$ cat config.mk
export PLATFORM = sky130hd
export DESIGN_NAME = fetch_unit
export DESIGN_NICKNAME = d
export VERILOG_FILES = /design/src/rtl/fetch_unit.sv
export SDC_FILE = /design/constraint.sdc
export NUM_CORES = 1
export LEC_CHECK = 0
export BUFFER_PORTS_ARGS = -buffer_cell sky130_fd_sc_hd__buf_2
export CELL_PAD_IN_SITES_DETAIL_PLACEMENT = 1
export CELL_PAD_IN_SITES_GLOBAL_PLACEMENT = 1
export CORE_ASPECT_RATIO = 0.5
export CORE_MARGIN = 2
export CORE_UTILIZATION = 37
export DETAILED_ROUTE_END_ITERATION = 6
export PLACE_DENSITY_LB_ADDON = 0.1
export SETUP_SLACK_MARGIN = 0.2
export SYNTH_ARGS = -nofsm -noshare
export SYNTH_HDL_FRONTEND = slang
export SYNTH_SLANG_ARGS = --single-unit
$ cat constraint.sdc
create_clock -name clk -period 1.95 [get_ports clk]
set_input_delay 0.0975 -clock clk [delete_from_list [all_inputs] [get_ports clk]]
set_output_delay 0.0975 -clock clk [all_outputs]
set_load 0.01 [all_outputs]
$ cat src/rtl/fetch_unit.sv
// Instruction-fetch stage: owns the PC, drives the instruction ROM and fills the IF/ID register.
// Build option: define FETCH_CNT_EN to add a saturating fetch_count output.
module fetch_unit #(
  parameter int                ADDR_W   = 8,
  parameter int                INSTR_W  = 16,
  parameter logic [ADDR_W-1:0] RESET_PC = '0,
  parameter logic [3:0]        HALT_OP  = 4'hF
) (
  input  logic               clk,
  input  logic               rst,
  input  logic               stall,
  input  logic               redirect_valid,
  input  logic [ADDR_W-1:0]  redirect_pc,
  output logic [ADDR_W-1:0]  imem_addr,
  input  logic [INSTR_W-1:0] imem_instr,
  output logic               ifid_valid,
  output logic [INSTR_W-1:0] ifid_instr,
  output logic [ADDR_W-1:0]  ifid_pc,
  output logic               halted
`ifdef FETCH_CNT_EN
  ,
  output logic [15:0]        fetch_count
`endif
);

  typedef enum logic [0:0] {RUN, HALTED} state_t;

  state_t             state, state_nxt;
  logic [ADDR_W-1:0]  pc_p0, pc_nxt;
  logic               vld_p1, vld_nxt;
  logic [INSTR_W-1:0] instr_p1, instr_nxt;
  logic [ADDR_W-1:0]  pc_p1, pc_p1_nxt;
  logic               fetch_adv;
  logic               is_halt;

  assign is_halt   = (imem_instr[INSTR_W-1 -: 4] == HALT_OP);
  assign imem_addr = pc_p0;
  assign halted    = (state == HALTED);

  // Next-state: redirect beats stall beats normal advance
  always_comb begin
    state_nxt = state;
    pc_nxt    = pc_p0;
    vld_nxt   = vld_p1;
    instr_nxt = instr_p1;
    pc_p1_nxt = pc_p1;
    fetch_adv = 1'b0;
    if (redirect_valid) begin
      pc_nxt    = redirect_pc;
      vld_nxt   = 1'b0;
      state_nxt = RUN;
    end else if (!stall) begin
      case (state)
        RUN: begin
          fetch_adv = 1'b1;
          instr_nxt = imem_instr;
          pc_p1_nxt = pc_p0;
          vld_nxt   = 1'b1;
          if (is_halt) state_nxt = HALTED;
          else         pc_nxt    = pc_p0 + ADDR_W'(1);
        end
        HALTED: vld_nxt = 1'b0;
        default: state_nxt = RUN;
      endcase
    end
  end

  // p0 -> p1: PC register and IF/ID register
  always_ff @(posedge clk) begin
    if (rst) begin
      state    <= RUN;
      pc_p0    <= RESET_PC;
      vld_p1   <= 1'b0;
      instr_p1 <= '0;
      pc_p1    <= '0;
    end else begin
      state    <= state_nxt;
      pc_p0    <= pc_nxt;
      vld_p1   <= vld_nxt;
      instr_p1 <= instr_nxt;
      pc_p1    <= pc_p1_nxt;
    end
  end

  assign ifid_valid = vld_p1;
  assign ifid_instr = instr_p1;
  assign ifid_pc    = pc_p1;

`ifdef FETCH_CNT_EN
  always_ff @(posedge clk) begin
    if (rst)
      fetch_count <= '0;
    else if (fetch_adv && (fetch_count != 16'hFFFF))
      fetch_count <= fetch_count + 16'd1;
  end
`endif

endmodule

Yosys cells after proc, flatten, opt, wreduce, memory -nomap -nowiden
Cells that the tools add are included.

$add $sub $neg: 1. Multiply operators: 0. Divide/modulo/power cells: 0. Order comparisons: 0. Eq/ne operators: 4. Shift-type cells: 0. Mux-type cells: 7. Bitwise logic cells: 3. Reductions and logical operators: 3.

Operators by type and width (count): 8-bit two-way mux (4); 8-bit by 1-bit adder with 8-bit output, second input constant (1); 3-bit AND reduction (2); 4-bit == test, second input constant (1); 2-bit != test, second input constant (2); 1-bit NOT (3); 1-bit two-way mux (2); 2-bit by 1-bit != test with 1-bit output, second input constant (1); 1-bit one-hot mux with 2 select lines (1); 2-bit OR reduction (1).

Register bits: 34. Bits in latches: 0. Memory bits (writable): 0. ROM bits: 0. Bits of input ports: 28. Output and inout bits: 34. Word-level logic and storage cells: 23. Memories: 0.

Depth between registers and ports, before layout
Gate-level depths: netlist of run 1.

Depth in word-level cells: 5. Gate-level depth with buffers: 5. Mapped depth without buffers: 4.

Worst setup path after synthesis of run 1
OpenSTA, ideal clock, no wires.

Kind: register -> register. From: register state, in the netlist halted. To: register instr_p1[0], in the netlist ifid_instr[0]. Library setup time: 0.143 ns. Data arrival time: 1.140 ns. Required time: 1.807 ns. Path slack: 0.667 ns. Cell stages (with the launch flop): 6. Period minus slack after synthesis: 1.283 ns. Cell sequence: dfxtp_1 > or3_1 > buf_6 > buf_12 > nand2_2 > a21oi_2.

Word-level cells in the longest chain between the ends: 2.

RTL lines: start, declared (line 28) `state_t state, state_nxt;`; start signal, assigned (line 77) `state <= state_nxt;`; 1-bit NOT; 3-bit AND reduction (no source line); end signal, assigned (line 80) `instr_p1 <= instr_nxt;`; end, declared (line 31) `logic [INSTR_W-1:0] instr_p1, instr_nxt;`.

No other way between the ends. A chain may end at the register's enable or synchronous reset.

Worst setup path after layout of run 1
From: register state, in the netlist halted. To: register pc_p0[1], in the netlist imem_addr[1].

Word-level cells in the longest chain between the ends: 2.

RTL lines: 2-bit != test (no source line); 3-bit AND reduction (no source line); end signal, assigned (line 78) `pc_p0 <= pc_nxt;`; end, declared (line 29) `logic [ADDR_W-1:0] pc_p0, pc_nxt;`.

No other way between the ends.

==> results of run 1 <==
==> placed cells by master, fill, tap and decap left out, drive strengths merged <==
| cell | instances |
|---|---|
| clkbuf | 7 |
| nor3 | 4 |
| nand3 | 2 |
| a21oi | 29 |
| or3 | 1 |
| buf | 64 |
| nor2 | 3 |
| xnor2 | 4 |
| clkinv | 1 |
| ha | 1 |
| nand4 | 5 |
| nand2 | 49 |
| nor2b | 4 |
| and2 | 1 |
| dfxtp | 34 |
| a211oi | 1 |
| inv | 4 |
| and3 | 3 |
| xor2 | 3 |
| nand3b | 1 |
| o22ai | 3 |
| o21a | 4 |
| a22oi | 3 |
==> sequential cells by signal, summed over array words and instances (netlist names) <==
register,cells
ifid_instr,16
ifid_valid,1
imem_addr,8
halted,1
ifid_pc,8
==> critical path, delay by kind of cell, from the launching register on <==
family	cells	cell delay (ns)
AOI/OAI and AO/OA	1	0.27
DFF	1	0.36
and+or+nand+nor	3	0.57
==> cell type report <==
cell class                 count  area, sq um
timing repair buffer          64          328
clock buffer                   7         86.3
fill                         507         2020
clock inverter                 1         5.00
tap                           54         67.6
sequential                    34          681
inverter                       4         15.0
multi-input combinational    121          762
==> cell families after synthesis <==
logic type	count (synthesis)	synth area share [%]
and+or+nand+nor	73	25.1
AOI/OAI and AO/OA	40	19.3
DFF	34	43.9
buffers and inverters	15	6.94
xor gates and xnor gates	7	3.95
adders and majority gates	1	0.807
==> Yosys cell counts <==
master	instances	area share, %
dfxtp_1	34	44
nand2_1	28	6.8
a21oi_2	20	11
nand2_2	20	8.1
a21oi_1	9	2.9
nand4_1	5	2.0
inv_1	4	0.97
nor2b_1	4	1.6
o21a_1	4	1.9
xnor2_1	4	2.3
a22oi_1	3	1.5
and3_1	3	1.2
clkbuf_1	3	0.73
nor2_1	3	0.73
nor3_1	3	0.97
o22ai_1	3	1.2
xor2_1	3	1.7
buf_12	2	2.6
buf_2	2	0.65
buf_4	2	0.97
nand3_1	2	0.65
a211oi_1	1	0.48
and2_1	1	0.40
buf_6	1	0.73
clkbuf_2	1	0.32
ha_1	1	0.81
nand2_4	1	0.73
nand3b_1	1	0.48
nor3_4	1	1.0
or3_1	1	0.40
==> layer usage <==
layer | part of all wire [%] | vias up
met4 | 0.30 | 0
met3 | 5.8 | 2
met1 | 48 | 630
li1 | - | 689
met5 | 0 | -
met2 | 46 | 33
==> worst paths after layout <==
| kind | start | to | slack (ns) | cells after the start |
|---|---|---|---|---|
| setup / recovery | halted | imem_addr[1] | 0.62 | 4 |
| hold / removal | imem_instr[3] | ifid_instr[3] | 0.06 | 3 |
| setup reg to reg | halted | imem_addr[1] | 0.62 | 4 |
| hold reg to reg | ifid_instr[2] | ifid_instr[2] | 0.46 | 2 |
==> report_power, final <==
| part | switching, mW | internal (mW) |
|---|---|---|
| sequential | 0.0320 | 0.728 |
| clock | 0.248 | 0.285 |
| combinational | 0.116 | 0.0891 |
| total | 0.396 | 1.10 |
==> through the flow <==
step | setup slack, ns | std cells | hold WS, ns | util, % | total power, mW
global placement | 0.632 | 277 | 0.341 | 46.7 | 0.980
CTS | 0.600 | 285 | 0.0492 | 49.1 | 1.52
finish | 0.617 | 285 | 0.0583 | 49.1 | 1.50
global route | 0.438 | 285 | 0.0476 | 49.1 | 1.58
detailed placement | 0.610 | 277 | 0.348 | 46.7 | 0.985
floorplan | 0.667 | 170 | 0.233 | - | 0.909
==> impl_metrics.tcl, run 1 <==
set metrics [dict create \
    die_height_um 49.8 \
    core_area_sq_um 3960 \
    maxSlewViolCount 0 \
    ant_nets 0 \
    drt_iter0_drc 19 \
    grt_max_degree 26 \
    hold_path.class "primary input to register" \
    cap_violations 0 \
    worst_path_max_delay_cell "dfxtp_1" \
    critPathKind "register to register" \
    synth_fp_nets 199 \
    fin_area_sq_um 1940 \
    grt_use_total_pct 16.7 \
    max-vdd-ir-drop_uv 301 \
    hold_viol 0 \
    gp_congestion 0.722 \
    fmax_mhz 750 \
    yosys_warnings 0 \
    initial_utilization_pct 39.1 \
    die_area_sq_um 4760 \
    clk_pin_slew_ns 0.07 \
    drt-total-wl_um 3650 \
    cts_made_buffers 5 \
    use_met2_pct 27.5 \
    critPathMaxStageDelay_ns 0.36 \
    placed_area_sq_um 1850 \
    worst_pin_slew_ns 0.534 \
    clk-insertion-delay-late_ns 0.28 \
    cts.sinks 34 \
    rows 16 \
    cp_max_fo 6 \
    viasPerCell 4.75 \
    power_density_nw_per_um2 770 \
    grt_use_met1_pct 21.5 \
    cts_root_buffer "clkbuf_8" \
    drc 0 \
    period_share_pct 68.4 \
    tritoncts "built" \
    grt_pass1_wl_um 6150 \
    crit_path_start_kind "register" \
    post-cts-setup-buffers 0 \
    synth_cell_types 30 \
    yosysSeqAreaShare_pct 43.9 \
    dieWidth_um 95.5 \
    cts_resized 0 \
    drive_gt1_share_pct 48.9 \
    ys_seq_elements 34 \
    dr.pass1.iters 4 \
    grt_pass1_vias 1345 \
    relSlewSlack_pct 64.4 \
    htreeDepth 2 \
    dp_hpwl_um 2700 \
    hold_buffers 0 \
    outcome "finished, final reports clean" \
    synth_area_sq_um 1550 \
    final.setup.tns_ns 0 \
    finClkSkew_ns 0.00438 \
    crit_required_ns 2.10 \
    syn-mean-instance-area_sq_um 9.12 \
    io_buffers 61 \
    setup_viol_count_final 0 \
    via_count 1354 \
    netlist_instances 170 \
    grt_overflow 0 \
    cts_max_path_buffers 2 \
    grt_antenna_before_repair 0 \
    met3_usage_pct 5.66 \
    p_leak_nw 0.842 \
    grt_busiest_layer "met2" \
    antenna_cells 0 \
    worst_setup_path_end_kind "register" \
    cp.arrival_ns 1.48 \
    rsz0062_at_grt "no" \
    final.min_clock_period_ns 1.33 \
    crit_chain "nor2_1, nand2_2, a211oi_1, nor3_1" \
    area_growth_syn_to_layout_pct 25.4 \
    wl_per_cell_um 12.8 \
    finalNetCount 259 \
    ios 62 \
]
No activity file was read; power rests on OpenSTA's default activity.
==> inputs of run 2 (changes only) <==
--- a/config.mk
+++ b/config.mk
@@ -10,7 +10,7 @@
 export CELL_PAD_IN_SITES_GLOBAL_PLACEMENT = 1
 export CORE_ASPECT_RATIO = 0.5
 export CORE_MARGIN = 2
-export CORE_UTILIZATION = 37
+export CORE_UTILIZATION = 31
 export DETAILED_ROUTE_END_ITERATION = 6
 export PLACE_DENSITY_LB_ADDON = 0.1
 export SETUP_SLACK_MARGIN = 0.2
==> constraint.sdc (replaced) <==
create_clock -name clk -period 1.2 [get_ports clk]
set_input_delay 0.06 -clock clk [delete_from_list [all_inputs] [get_ports clk]]
set_output_delay 0.06 -clock clk [all_outputs]
set_load 0.01 [all_outputs]
==> run 2 against run 1 <==
Count of clock-buffer cells in the layout down 1. Hold slack worse by 0.048 ns. Cell count up 11%. First-iteration DRC count up 120%. Clock power up 100%. Die area up 18%. Non-clock buffer count up 17. Routed wire length up 15%. Power up 84%. Largest cell class unchanged. Largest power group unchanged.
==> impl_metrics.tcl, run 2 (synthesis results as in run 1) <==
set metrics [dict create \
    worstRegToRegCells 5 \
    cts_root_buffer "clkbuf_8" \
    setup_viol_count_final 0 \
    worst_setup_path_end_kind "register" \
    gp_congestion 0.735 \
    drive_gt1_share_pct 57.1 \
    clk-insertion-delay-late_ns 0.28 \
    use_met2_pct 26.9 \
    final_common_cell "buf_2" \
    mostFrequentLayoutCells "60 x buf_2, 29 x dfxtp_1, 28 x nand2_1, 20 x a21oi_2, 19 x nand2_2" \
    grt_pass1_wl_um 6820 \
    maxSlewViolCount 0 \
    p_leak_nw 0.966 \
    r2r-start "imem_addr[1]" \
    rsz0062_at_grt "yes" \
    viasPerCell 4.47 \
    wl_per_cell_um 13.3 \
    hold_buffers 0 \
    cts_max_path_buffers 2 \
    power_density_nw_per_um2 1250 \
    relSlewSlack_pct 75.7 \
    grt_pass1_vias 1410 \
    grt_busiest_layer "met2" \
    initial_utilization_pct 31.9 \
    io_buffers 61 \
    hold_viol 0 \
    met3_usage_pct 4.36 \
    whs_ns 0.0106 \
    clk_pin_slew_ns 0.07 \
    ios 62 \
    area_growth_syn_to_layout_pct 42.5 \
    via_count 1416 \
    hold_path.class "primary input to register" \
    dp_hpwl_um 2970 \
    hold-path-endpoint "ifid_instr[5]" \
    largest_register_ffs 16 \
    dp.cells 304 \
    cp.arrival_ns 1.35 \
    tritoncts "built" \
    num-fill-cells 617 \
    r2r_slack_ns 0.06 \
    whs_path_depth 3 \
    cts_made_buffers 5 \
    crit_path_start_kind "register" \
    grt_antenna_before_repair 0 \
    antenna_cells 0 \
    final.min_clock_period_ns 1.14 \
    drt-total-wl_um 4200 \
    cts.sinks 34 \
    final_cells 317 \
    finalNetCount 276 \
    max-vdd-ir-drop_uv 487 \
    min_from "imem_instr[5]" \
    grt_overflow 0 \
    rr_endpoint "imem_addr[7]" \
    fmax_mhz 879 \
    drt_iter0_drc 42 \
    core_area_sq_um 4860 \
    ant_nets 0 \
    outcome "finished, final reports clean" \
    worst_pin_slew_ns 0.363 \
    cap_violations 0 \
    die_height_um 54.0 \
    die_area_sq_um 5620 \
    grt_use_met1_pct 20.0 \
    drc 0 \
    dr.pass1.iters 4 \
    critPathKind "register to register" \
    crit_required_ns 1.41 \
    grt_use_total_pct 15.7 \
    dieWidth_um 104 \
    htreeDepth 2 \
    finClkSkew_ns 0.00700 \
    rows 18 \
    cp_max_fo 4 \
    grt_max_degree 20 \
    period_share_pct 94.8 \
]
run 2: layer usage:
layer	part of all wire (%)	up-vias
li1	-	721
met1	48	658
met2	47	34
met3	4.6	3
met4	0.45	0
met5	0	-
run 2: what timing repair did:
item                                   4_1_cts  5_1_grt
pin swaps                                    2        6
buffers inserted                             3        3
endpoints found under the hold margin        0        0
gates cloned                                 0        0
setup endpoints to repair                   33       35
gates resized for setup                      9       14
run 2: layout make-up:
cell class | count | area (sq um) | share of cell area (%)
Tap cell | 70 | 87.6 | 3.97
Inverter | 4 | 15.0 | 0.680
Timing Repair Buffer | 81 | 502 | 22.7
Clock inverter | 1 | 30.0 | 1.36
Multi-Input combinational cell | 121 | 800 | 36.2
Clock buffer | 6 | 82.6 | 3.74
Sequential cell | 34 | 692 | 31.3
run 2: worst max path at each step:
stage / to / from / depth (start not counted)
after global routing: imem_addr[7] / imem_addr[1] / 5
final: imem_addr[7] / imem_addr[1] / 5
after detailed placement: imem_addr[1] / imem_instr[15] / 5
after floorplan: ifid_instr[0] / halted / 5
after global placement: imem_addr[1] / imem_instr[15] / 5
after CTS: imem_addr[4] / halted / 5
run 2: stage by stage:
stage	setup TNS, ns	worst slack, ns	power [mW]	utilization, %	area (sq um)
2_1_floorplan	0	0.0140	1.48	-	1550
3_3_place_gp	0	0.0420	1.63	40.3	1960
3_5_place_dp	0	0.0292	1.64	40.3	1960
4_1_cts	0	0.0773	2.76	43.8	2130
5_1_grt	-0.0182	-0.0182	2.89	45.4	2210
6_report	0	0.0627	2.75	45.4	2210
run 2: worst max-delay path: stages (launching register included):
cell and delay, ns:
dfxtp_4 0.37, buf_6 0.10, and3_1 0.16, nand4_1 0.13, xor2_1 0.17, o22ai_1 0.15
run 2: where the power goes:
part	switching [mW]	internal (mW)
Combinational	0.228	0.218
Clock	0.418	0.665
Sequential	0.0415	1.18
Total	0.687	2.06
